<file path="src/rtl/sort_job_arbiter.sv">
// Round-robin, frame-granular arbiter sharing one sort engine among NUM_REQ AXI-Stream requesters.
// Optional watchdog abort in FEED/DRAIN is compiled in with `define SORT_ARB_TIMEOUT_EN.
module sort_job_arbiter #(
    parameter int NUM_REQ        = 4,
    parameter int DATA_WIDTH     = 32,
    parameter int TIMEOUT_CYCLES = 4096
) (
    input  logic                            clk,
    input  logic                            reset,
    input  logic [NUM_REQ*DATA_WIDTH-1:0]   req_tdata,
    input  logic [NUM_REQ-1:0]              req_tvalid,
    output logic [NUM_REQ-1:0]              req_tready,
    input  logic [NUM_REQ-1:0]              req_tlast,
    input  logic [NUM_REQ-1:0]              req_dir,
    output logic [DATA_WIDTH-1:0]           eng_in_tdata,
    output logic                            eng_in_tvalid,
    input  logic                            eng_in_tready,
    output logic                            eng_in_tlast,
    output logic                            eng_sort_dir,
    input  logic [DATA_WIDTH-1:0]           eng_out_tdata,
    input  logic                            eng_out_tvalid,
    output logic                            eng_out_tready,
    input  logic                            eng_out_tlast,
    input  logic [15:0]                     eng_dup_nums,
    output logic [DATA_WIDTH-1:0]           rsp_tdata,
    output logic [NUM_REQ-1:0]              rsp_tvalid,
    input  logic [NUM_REQ-1:0]              rsp_tready,
    output logic                            rsp_tlast,
    output logic [15:0]                     rsp_dup_nums,
    output logic                            job_done,
    output logic [$clog2(NUM_REQ)-1:0]      grant_id,
    output logic                            busy,
    output logic [15:0]                     jobs_done,
    output logic                            timeout_err
);

    localparam int GW = $clog2(NUM_REQ);

    // Valid/ready: a beat transfers on a rising edge where valid and ready are both high;
    // valid never depends on ready, and data/last are only meaningful while valid is high.
    typedef enum logic [2:0] {IDLE, ARB, FEED, DRAIN, DONE} state_t;

    state_t          state, state_nxt;
    logic [GW-1:0]   last_grant;
    logic [GW-1:0]   rr_pick;
    int              rr_idx;
    logic            feed_hs;
    logic            drain_hs;
    logic            wd_abort;

    // Walk from the farthest candidate to the nearest so the nearest valid one wins.
    always_comb begin
        rr_idx  = 0;
        rr_pick = last_grant;
        for (int k = NUM_REQ; k >= 1; k--) begin
            rr_idx = (int'(last_grant) + k) % NUM_REQ;
            if (req_tvalid[GW'(rr_idx)]) rr_pick = GW'(rr_idx);
        end
    end

    assign feed_hs  = (state == FEED)  && req_tvalid[grant_id] && eng_in_tready;
    assign drain_hs = (state == DRAIN) && eng_out_tvalid && rsp_tready[grant_id];

`ifdef SORT_ARB_TIMEOUT_EN
    logic [15:0] wd_cnt;
    logic        wd_active;

    assign wd_active = ((state == FEED) || (state == DRAIN)) && !feed_hs && !drain_hs;
    assign wd_abort  = wd_active && (wd_cnt == 16'(TIMEOUT_CYCLES - 1));
    assign timeout_err = wd_abort;

    always_ff @(posedge clk or posedge reset) begin
        if (reset)          wd_cnt <= '0;
        else if (wd_active) wd_cnt <= wd_cnt + 16'd1;
        else                wd_cnt <= '0;
    end
`else
    assign wd_abort    = 1'b0;
    assign timeout_err = 1'b0;
`endif

    always_ff @(posedge clk or posedge reset) begin
        if (reset) state <= IDLE;
        else       state <= state_nxt;
    end

    always_comb begin
        state_nxt      = state;
        req_tready     = '0;
        eng_in_tdata   = '0;
        eng_in_tvalid  = 1'b0;
        eng_in_tlast   = 1'b0;
        eng_out_tready = 1'b0;
        rsp_tdata      = '0;
        rsp_tvalid     = '0;
        rsp_tlast      = 1'b0;
        case (state)
            IDLE:  if (|req_tvalid) state_nxt = ARB;
            ARB:   state_nxt = (|req_tvalid) ? FEED : IDLE;
            FEED: begin
                eng_in_tdata         = req_tdata[int'(grant_id)*DATA_WIDTH +: DATA_WIDTH];
                eng_in_tvalid        = req_tvalid[grant_id];
                eng_in_tlast         = req_tlast[grant_id];
                req_tready[grant_id] = eng_in_tready;
                if (feed_hs && req_tlast[grant_id]) state_nxt = DRAIN;
            end
            DRAIN: begin
                rsp_tdata            = eng_out_tdata;
                rsp_tlast            = eng_out_tlast;
                rsp_tvalid[grant_id] = eng_out_tvalid;
                eng_out_tready       = rsp_tready[grant_id];
                if (drain_hs && eng_out_tlast) state_nxt = DONE;
            end
            DONE:    state_nxt = IDLE;
            default: state_nxt = IDLE;
        endcase
        if (wd_abort) state_nxt = IDLE;
    end

    assign job_done = (state == DONE);
    assign busy     = (state != IDLE);

    // An aborted job still advances the rotation so a stuck requester cannot monopolise the engine.
    always_ff @(posedge clk or posedge reset) begin
        if (reset) begin
            grant_id     <= '0;
            last_grant   <= GW'(NUM_REQ - 1);
            eng_sort_dir <= 1'b0;
            rsp_dup_nums <= '0;
            jobs_done    <= '0;
        end else begin
            if (state == ARB && (|req_tvalid)) begin
                grant_id     <= rr_pick;
                eng_sort_dir <= req_dir[rr_pick];
            end
            if (drain_hs && eng_out_tlast) rsp_dup_nums <= eng_dup_nums;
            if (state == DONE) begin
                jobs_done  <= jobs_done + 16'd1;
                last_grant <= grant_id;
            end
            if (wd_abort) last_grant <= grant_id;
        end
    end

endmodule

</file>
<file path="config.mk">
export PLATFORM = sky130hd
export DESIGN_NAME = sort_job_arbiter
export DESIGN_NICKNAME = d
export VERILOG_FILES = /design/src/rtl/sort_job_arbiter.sv
export SDC_FILE = /design/constraint.sdc
export NUM_CORES = 1
export LEC_CHECK = 0
export CORE_AREA = 2 2 120 122
export CTS_BUF_LIST = sky130_fd_sc_hd__clkbuf_8
export DETAILED_ROUTE_END_ITERATION = 8
export DIE_AREA = 0 0 122 124
export SYNTH_ARGS = -nofsm -noshare
export SYNTH_HDL_FRONTEND = slang
export SYNTH_SLANG_ARGS = --single-unit
</file>
<file path="constraint.sdc">
create_clock -name clk -period 6 [get_ports clk]
set_input_delay 1.8 -clock clk [delete_from_list [all_inputs] [get_ports clk]]
set_output_delay 1.8 -clock clk [all_outputs]
set_load 0.01 [all_outputs]
</file>
==> flow_summary_export.csv, run 1 <==
group,metric,value,unit
drt,drt_iter0_markers,174,
synthesis,synth_xor_area_share,4.19,%
layout,final_cells,784,
global_routing,grtUsageMet2,30.7,%
layout,final_nets,800,
timing,fmax,191,MHz
synthesis,synth_ff_type,"dfrtp_1",
timing,period_needed,5.24,ns
synthesis,synthArstFlopShare,100,%
placement,placed_cells,775,
global_routing,grt_start_max_net_pins,46,
drt,vias_per_cell,4.49,
global_routing,grt-busiest-layer,"met2",
synthesis,yosys_register_bits,40,
floorplanning,num_io_pins,311,
global_routing,grt_usage,17.8,%
synthesis,syn_area_per_cell,10.3,sq um
clock_network,clock_path_buffers,2,
clock_network,cts_root_buf,"clkbuf_8",
floorplanning,fp.dieH,124,um
worst_setup_path,reg2reg_setup_slack,3.34,ns
placement,dpl_cell_area,6370,sq um
drt,first_pass_iters,4,
global_routing,grt_pass1_vias,3497,
flow_run,maxCapViolations,0,
global_routing,antenna_found_initial,1,
synthesis,synth-edff-count,0,
floorplanning,coreArea,13700,sq um
timing,fin_skew,0.00633,ns
timing,slew_viol_final,0,
worst_hold_path,hold_path_class,"register to register",
synthesis,synthTopCellsByArea,"dfrtp_1, mux4_2, and2_1",
worst_setup_path,crit_arrival,3.44,ns
worst_setup_path,critPathKind,"input port to output port",
synthesis,yosysWarnings,0,
synthesis,yosys-top-cells-count,"and2_1, nand2_1, dfrtp_1, mux4_2",
clock_network,htree_levels,2,
worst_setup_path,r2r_cells,6,
placement,gp_congestion,0.857,
worst_setup_path,crit_path_end_kind,"output port",
power_and_ir_drop,p_leak,2.54,nW
power_and_ir_drop,power.density,337,nW/um^2
floorplanning,rows,43,
clock_network,post_cts_buffers,0,
status,status,"complete, no violations",
timing,setup_viol,0,
synthesis,seq_area_frac_synth,32.0,%
timing,fin_ws,0.759,ns
drt,via_count,3520,
synthesis,yosys.area_share.simple,30.0,%
power_and_ir_drop,power,2.19,mW
power_and_ir_drop,peakVddDrop,0.189,mV
timing,timing.final.crit_share,87.3,%
synthesis,yosysUniqueCellTypes,40,
synthesis,synth_compound_area_share,2.20,%
floorplanning,die_area,15100,sq um
timing,hold_violations,0,
global_routing,grt_pass1_wl,20800,um
clock_network,clock_latency,0.29,ns
layout,area_growth,107,%
worst_hold_path,min_path_cells,2,
clock_network,cts_tree,"done",
placement,io_buffers,309,
timing,rsz0062_at_grt,"no",
synthesis,synth_fa_ha_area_share,0.400,%
timing,slew_headroom,33.6,%
synthesis,synth_top_area_cell,"dfrtp_1",
layout,utilization,47.4,%
worst_setup_path,crit_path_max_fanout,5,
clock_network,ctsResizeCount,0,
clock_network,cts_num_sinks,40,
clock_network,clk_pin_slew_worst_paths,0.07,ns
synthesis,syn-num-nets,502,
layout,final_area,6500,sq um
drt,post_drt_wl_per_cell,18.2,um
worst_setup_path,critPathLaunchType,"input port",
timing,tns,0,ns
clock_network,cts_hold_buf,0,
drt,drcViolationCount,0,
floorplanning,die_w,122,um
synthesis,synth_mux_area_share,26.9,%
timing,worstMarginPinSlew,0.995,ns
synthesis,synth_most_common_cell,"and2_1",
clock_network,cts_buffers,5,
global_routing,grtUsageMet3,5.08,%
global_routing,globalRouteOverflowTotal,0,
drt,postRouteAntennaNets,0,
worst_setup_path,required,4.20,ns
placement,place_ws,0.757,ns
timing,whs,0.474,ns
placement,dp_hpwl,11700,um
synthesis,netlist_area,3130,sq um
synthesis,yosysTopAreaCellShare,30.4,%
layout,layout-drive-gt1-share,9.95,%
drt,wl,14300,um
global_routing,met1_usage,22.2,%
floorplanning,start_util,22.8,%
synthesis,synthCells,304,
synthesis,synth_top_family_by_area,"simple AND/OR/NAND/NOR gates",
-- path summary, 6_finish.rpt --
| path | start | to |
|---|---|---|
| max reg2reg | grant_id[0]$_DFFE_PP0P_ | rsp_dup_nums[8]$_DFFE_PP0P_ |
| min in group asynchronous | reset | rsp_dup_nums[12]$_DFFE_PP0P_ |
| min | rsp_dup_nums[5]$_DFFE_PP0P_ | rsp_dup_nums[5]$_DFFE_PP0P_ |
| max in group asynchronous | reset | last_grant[1]$_DFFE_PP1P_ |
| min reg2reg | rsp_dup_nums[5]$_DFFE_PP0P_ | rsp_dup_nums[5]$_DFFE_PP0P_ |
| max | req_tvalid[3] | eng_in_tvalid |
-- cell type report --
type,instances,area (sq um)
fillers,1288,7220
repair buffers,313,3120
multi-input cells,240,2000
flip-flops and latches,40,1010
well taps,180,225
clock buffers,7,96.3
clock inverters,1,30.0
inverters,2,10.0
diodes,1,2.50
-- power by group --
| part | internal (mW) | leakage, nW | switching (mW) |
|---|---|---|---|
| clock | 0.147 | 0.0645 | 0.0938 |
| sequential | 0.348 | 0.515 | 0.146 |
| combinational | 0.914 | 1.96 | 0.543 |
| total | 1.41 | 2.54 | 0.782 |
-- worst max-delay path: stages --
cell and delay, ns:
clkdlybuf4s50_1 0.48, mux4_2 0.51, and2_1 0.15, clkdlybuf4s50_1 0.51
-- sequential cells by signal (all words and copies together) (netlist names) --
name,cells
jobs_done,16
eng_sort_dir,1
rsp_dup_nums,16
state,3
grant_id,2
last_grant,2
-- cell families (layout without fill, tap and decap cells) --
group | count (synthesis) | in the layout
other cells | 1 | 2
flops | 40 | 40
fa+ha+maj | 1 | 1
compound gates | 11 | 11
xor+xnor | 15 | 15
buf+inv | 24 | 323
mux | 40 | 40
simple gates | 172 | 172
-- per-layer routing --
metal / wire length, um / part of all wire [%] / up-vias
met4: 225 / 1.6 / 0
met3: 1220 / 8.5 / 18
met5: 0 / 0 / -
met1: 5670 / 40 / 1697
li1: - / - / 1655
met2: 7160 / 50 / 150
-- layout by cell type (no fill, tap or decap), types with 2 or more instances in the layout --
cell | netlist | final
mux4_2 | 35 | 35
xnor2_1 | 11 | 11
a21o_1 | 2 | 2
nand3_1 | 6 | 6
nor3b_1 | 5 | 4
nor3b_2 | 1 | 2
and2_1 | 69 | 69
mux2_2 | 4 | 4
nand4_1 | 6 | 6
nor3_1 | 2 | 2
nor2_1 | 9 | 9
nand2_1 | 58 | 58
dfstp_2 | 2 | 2
xor2_1 | 4 | 4
dfrtp_2 | 0 | 2
nand2b_1 | 3 | 3
and3_1 | 2 | 2
a31oi_1 | 2 | 2
buf_4 | 2 | 4
o21ai_0 | 4 | 4
and4_1 | 2 | 2
clkbuf_8 | 0 | 7
nor2b_1 | 3 | 3
dfrtp_1 | 38 | 36
clkdlybuf4s50_1 | 0 | 309
Note: power is estimated with default switching activity, not from simulation.
==> inputs of run 2 (changes only) <==
--- a/config.mk
+++ b/config.mk
@@ -9,6 +9,7 @@
 export CTS_BUF_LIST = sky130_fd_sc_hd__clkbuf_8
 export DETAILED_ROUTE_END_ITERATION = 8
 export DIE_AREA = 0 0 122 124
+export SLEW_MARGIN = 20
 export SYNTH_ARGS = -nofsm -noshare
 export SYNTH_HDL_FRONTEND = slang
 export SYNTH_SLANG_ARGS = --single-unit
==> constraint.sdc (replaced) <==
create_clock -name clk -period 5.5 [get_ports clk]
set_input_delay 1.65 -clock clk [delete_from_list [all_inputs] [get_ports clk]]
set_output_delay 1.65 -clock clk [all_outputs]
set_load 0.01 [all_outputs]
==> flow_summary_export.csv, run 2 (same netlist as run 1, synthesis figures left out) <==
group,metric,value,unit
worst_setup_path,critPathKind,"input port to output port",
power_and_ir_drop,p_leak,2.53,nW
worst_setup_path,r2r-end,"rsp_dup_nums[2]$_DFFE_PP0P_",
timing,whs,0.475,ns
global_routing,grt_pass1_wl,20700,um
worst_setup_path,required,3.85,ns
worst_hold_path,holdPathEnd,"rsp_dup_nums[12]$_DFFE_PP0P_",
worst_setup_path,crit_path_end_kind,"output port",
worst_hold_path,min_path_cells,2,
global_routing,grt_start_max_net_pins,46,
worst_setup_path,reg2reg_setup_slack,3.06,ns
worst_hold_path,min-delay-start,"rsp_dup_nums[12]$_DFFE_PP0P_",
layout,final_nets,801,
placement,io_buffers,309,
worst_setup_path,cp_slowest_cell,"mux4_2",
clock_network,cts_tree,"done",
worst_setup_path,crit_arrival,3.29,ns
flow_run,maxCapViolations,0,
clock_network,clk_pin_slew_worst_paths,0.07,ns
placement,placed_cells,776,
global_routing,antenna_found_initial,1,
timing,rsz0062_at_grt,"no",
worst_setup_path,slowest_delay,0.51,ns
clock_network,htree_levels,2,
worst_setup_path,crit_path_max_fanout,5,
worst_setup_path,r2r_cells,6,
worst_setup_path,rr_startpoint,"grant_id[0]$_DFFE_PP0P_",
floorplanning,start_util,22.8,%
clock_network,cts_buffers,5,
clock_network,cts_root_buf,"clkbuf_8",
worst_setup_path,cp.depth,4,
worst_hold_path,hold_path_class,"register to register",
timing,period_needed,4.94,ns
power_and_ir_drop,peakVddDrop,0.273,mV
power_and_ir_drop,power.density,362,nW/um^2
layout,utilization,47.2,%
drt,wl,14300,um
worst_setup_path,critPathLaunchType,"input port",
floorplanning,fp.dieH,124,um
clock_network,post_cts_buffers,0,
placement,dp_hpwl,11800,um
timing,slew_viol_final,0,
worst_setup_path,crit_chain,"clkdlybuf4s50_1 > mux4_2 > and2_1 > clkdlybuf4s50_1",
clock_network,clock_latency,0.29,ns
timing,slew_headroom,33.2,%
placement,dpl_cell_area,6370,sq um
clock_network,cts_num_sinks,40,
layout,top_regs,"jobs_done (16), rsp_dup_nums (16), state (3)",
placement,place_ws,0.559,ns
layout,seqCellArea,1010,sq um
drt,via_count,3493,
floorplanning,coreArea,13700,sq um
layout,final_area,6470,sq um
worst_setup_path,crit_buf_inv,2,
floorplanning,num_io_pins,311,
global_routing,grt_pass1_vias,3478,
layout,final_cells,785,
timing,tns,0,ns
timing,timing.final.crit_share,89.9,%
floorplanning,die_w,122,um
status,status,"complete, no violations",
layout,layout-drive-gt1-share,10.1,%
layout,fillers,1281,
timing,worstMarginPinSlew,1.00,ns
placement,gp_congestion,0.868,
worst_setup_path,crit_family,"buffers and inverters",
timing,fin_ws,0.557,ns
clock_network,ctsResizeCount,0,
drt,first_pass_iters,4,
floorplanning,rows,43,
layout,multi_input_area,2000,sq um
drt,postRouteAntennaNets,0,
drt,drt_iter0_markers,188,
clock_network,cts_hold_buf,0,
timing,fmax,202,MHz
global_routing,globalRouteOverflowTotal,0,
power_and_ir_drop,power,2.34,mW
timing,fin_skew,0.00766,ns
drt,vias_per_cell,4.45,
drt,drcViolationCount,0,
worst_setup_path,crit_top_cell,"clkdlybuf4s50_1",
layout,layout_common_cells,"clkdlybuf4s50_1, and2_1, nand2_1",
timing,hold_violations,0,
layout,area_growth,107,%
clock_network,clock_path_buffers,2,
drt,post_drt_wl_per_cell,18.2,um
floorplanning,die_area,15100,sq um
layout,layout_commonest_cell,"clkdlybuf4s50_1",
timing,setup_viol,0,
global_routing,grt_usage,17.8,%
run 2: cell types whose count changed in the layout (fill, tap and decap cells not counted), sizes merged:
cell	delta
clkinv	+2
buf	+1
bufinv	-1
clkbuf	-1
run 2: worst max-delay path by stage:
stage | start | to | slack [ns]
2_1_floorplan | rsp_tready[3] | eng_out_tready | 1.53
3_3_place_gp | req_tvalid[3] | eng_in_tvalid | 0.57
3_5_place_dp | req_tvalid[1] | eng_in_tvalid | 0.56
4_1_cts | req_tvalid[1] | eng_in_tvalid | 0.55
5_1_grt | req_tvalid[3] | eng_in_tvalid | 0.51
6_report | req_tvalid[1] | eng_in_tvalid | 0.56
run 2: final cells by class:
cell class                      count  share of cell area, %
Antenna cell                        1                 0.0387
Clock buffer                        6                   1.28
Clock inverter                      2                  0.155
Inverter                            2                  0.155
Multi-Input combinational cell    240                   31.0
Sequential cell                    40                   15.5
Tap cell                          180                   3.48
Timing Repair Buffer              314                   48.4
run 2: per-layer routing:
| metal | part of all wire (%) | up-vias | track usage (%) |
|---|---|---|---|
| li1 | - | 1659 | - |
| met3 | 10 | 16 | 5.82 |
| met1 | 39 | 1653 | 21.3 |
| met4 | 1.4 | 0 | 3.81 |
| met2 | 50 | 165 | 31.1 |
| met5 | 0 | - | 0 |
run 2: power breakdown:
part / internal, mW / switching, mW / leakage (nW)
combinational: 1.00 / 0.606 / 1.97
clock: 0.100 / 0.104 / 0.0510
sequential: 0.380 / 0.149 / 0.515
total: 1.48 / 0.859 / 2.53
run 2: worst register-to-register path: cells and delay by family, from the launching register on:
family | cells | cell delay, ns
buf+inv | 2 | 0.53
flops | 1 | 0.77
mux | 1 | 0.59
simple gates | 3 | 0.44
==> inputs of run 3 (changes only) <==
--- a/config.mk
+++ b/config.mk
@@ -9,6 +9,7 @@
 export CTS_BUF_LIST = sky130_fd_sc_hd__clkbuf_8
 export DETAILED_ROUTE_END_ITERATION = 8
 export DIE_AREA = 0 0 122 124
+export SKIP_LAST_GASP = 1
 export SLEW_MARGIN = 20
 export SYNTH_ARGS = -nofsm -noshare
 export SYNTH_HDL_FRONTEND = slang
==> results of run 3 <==
The final DEF is identical to that of run 2; final timing and power are the same.
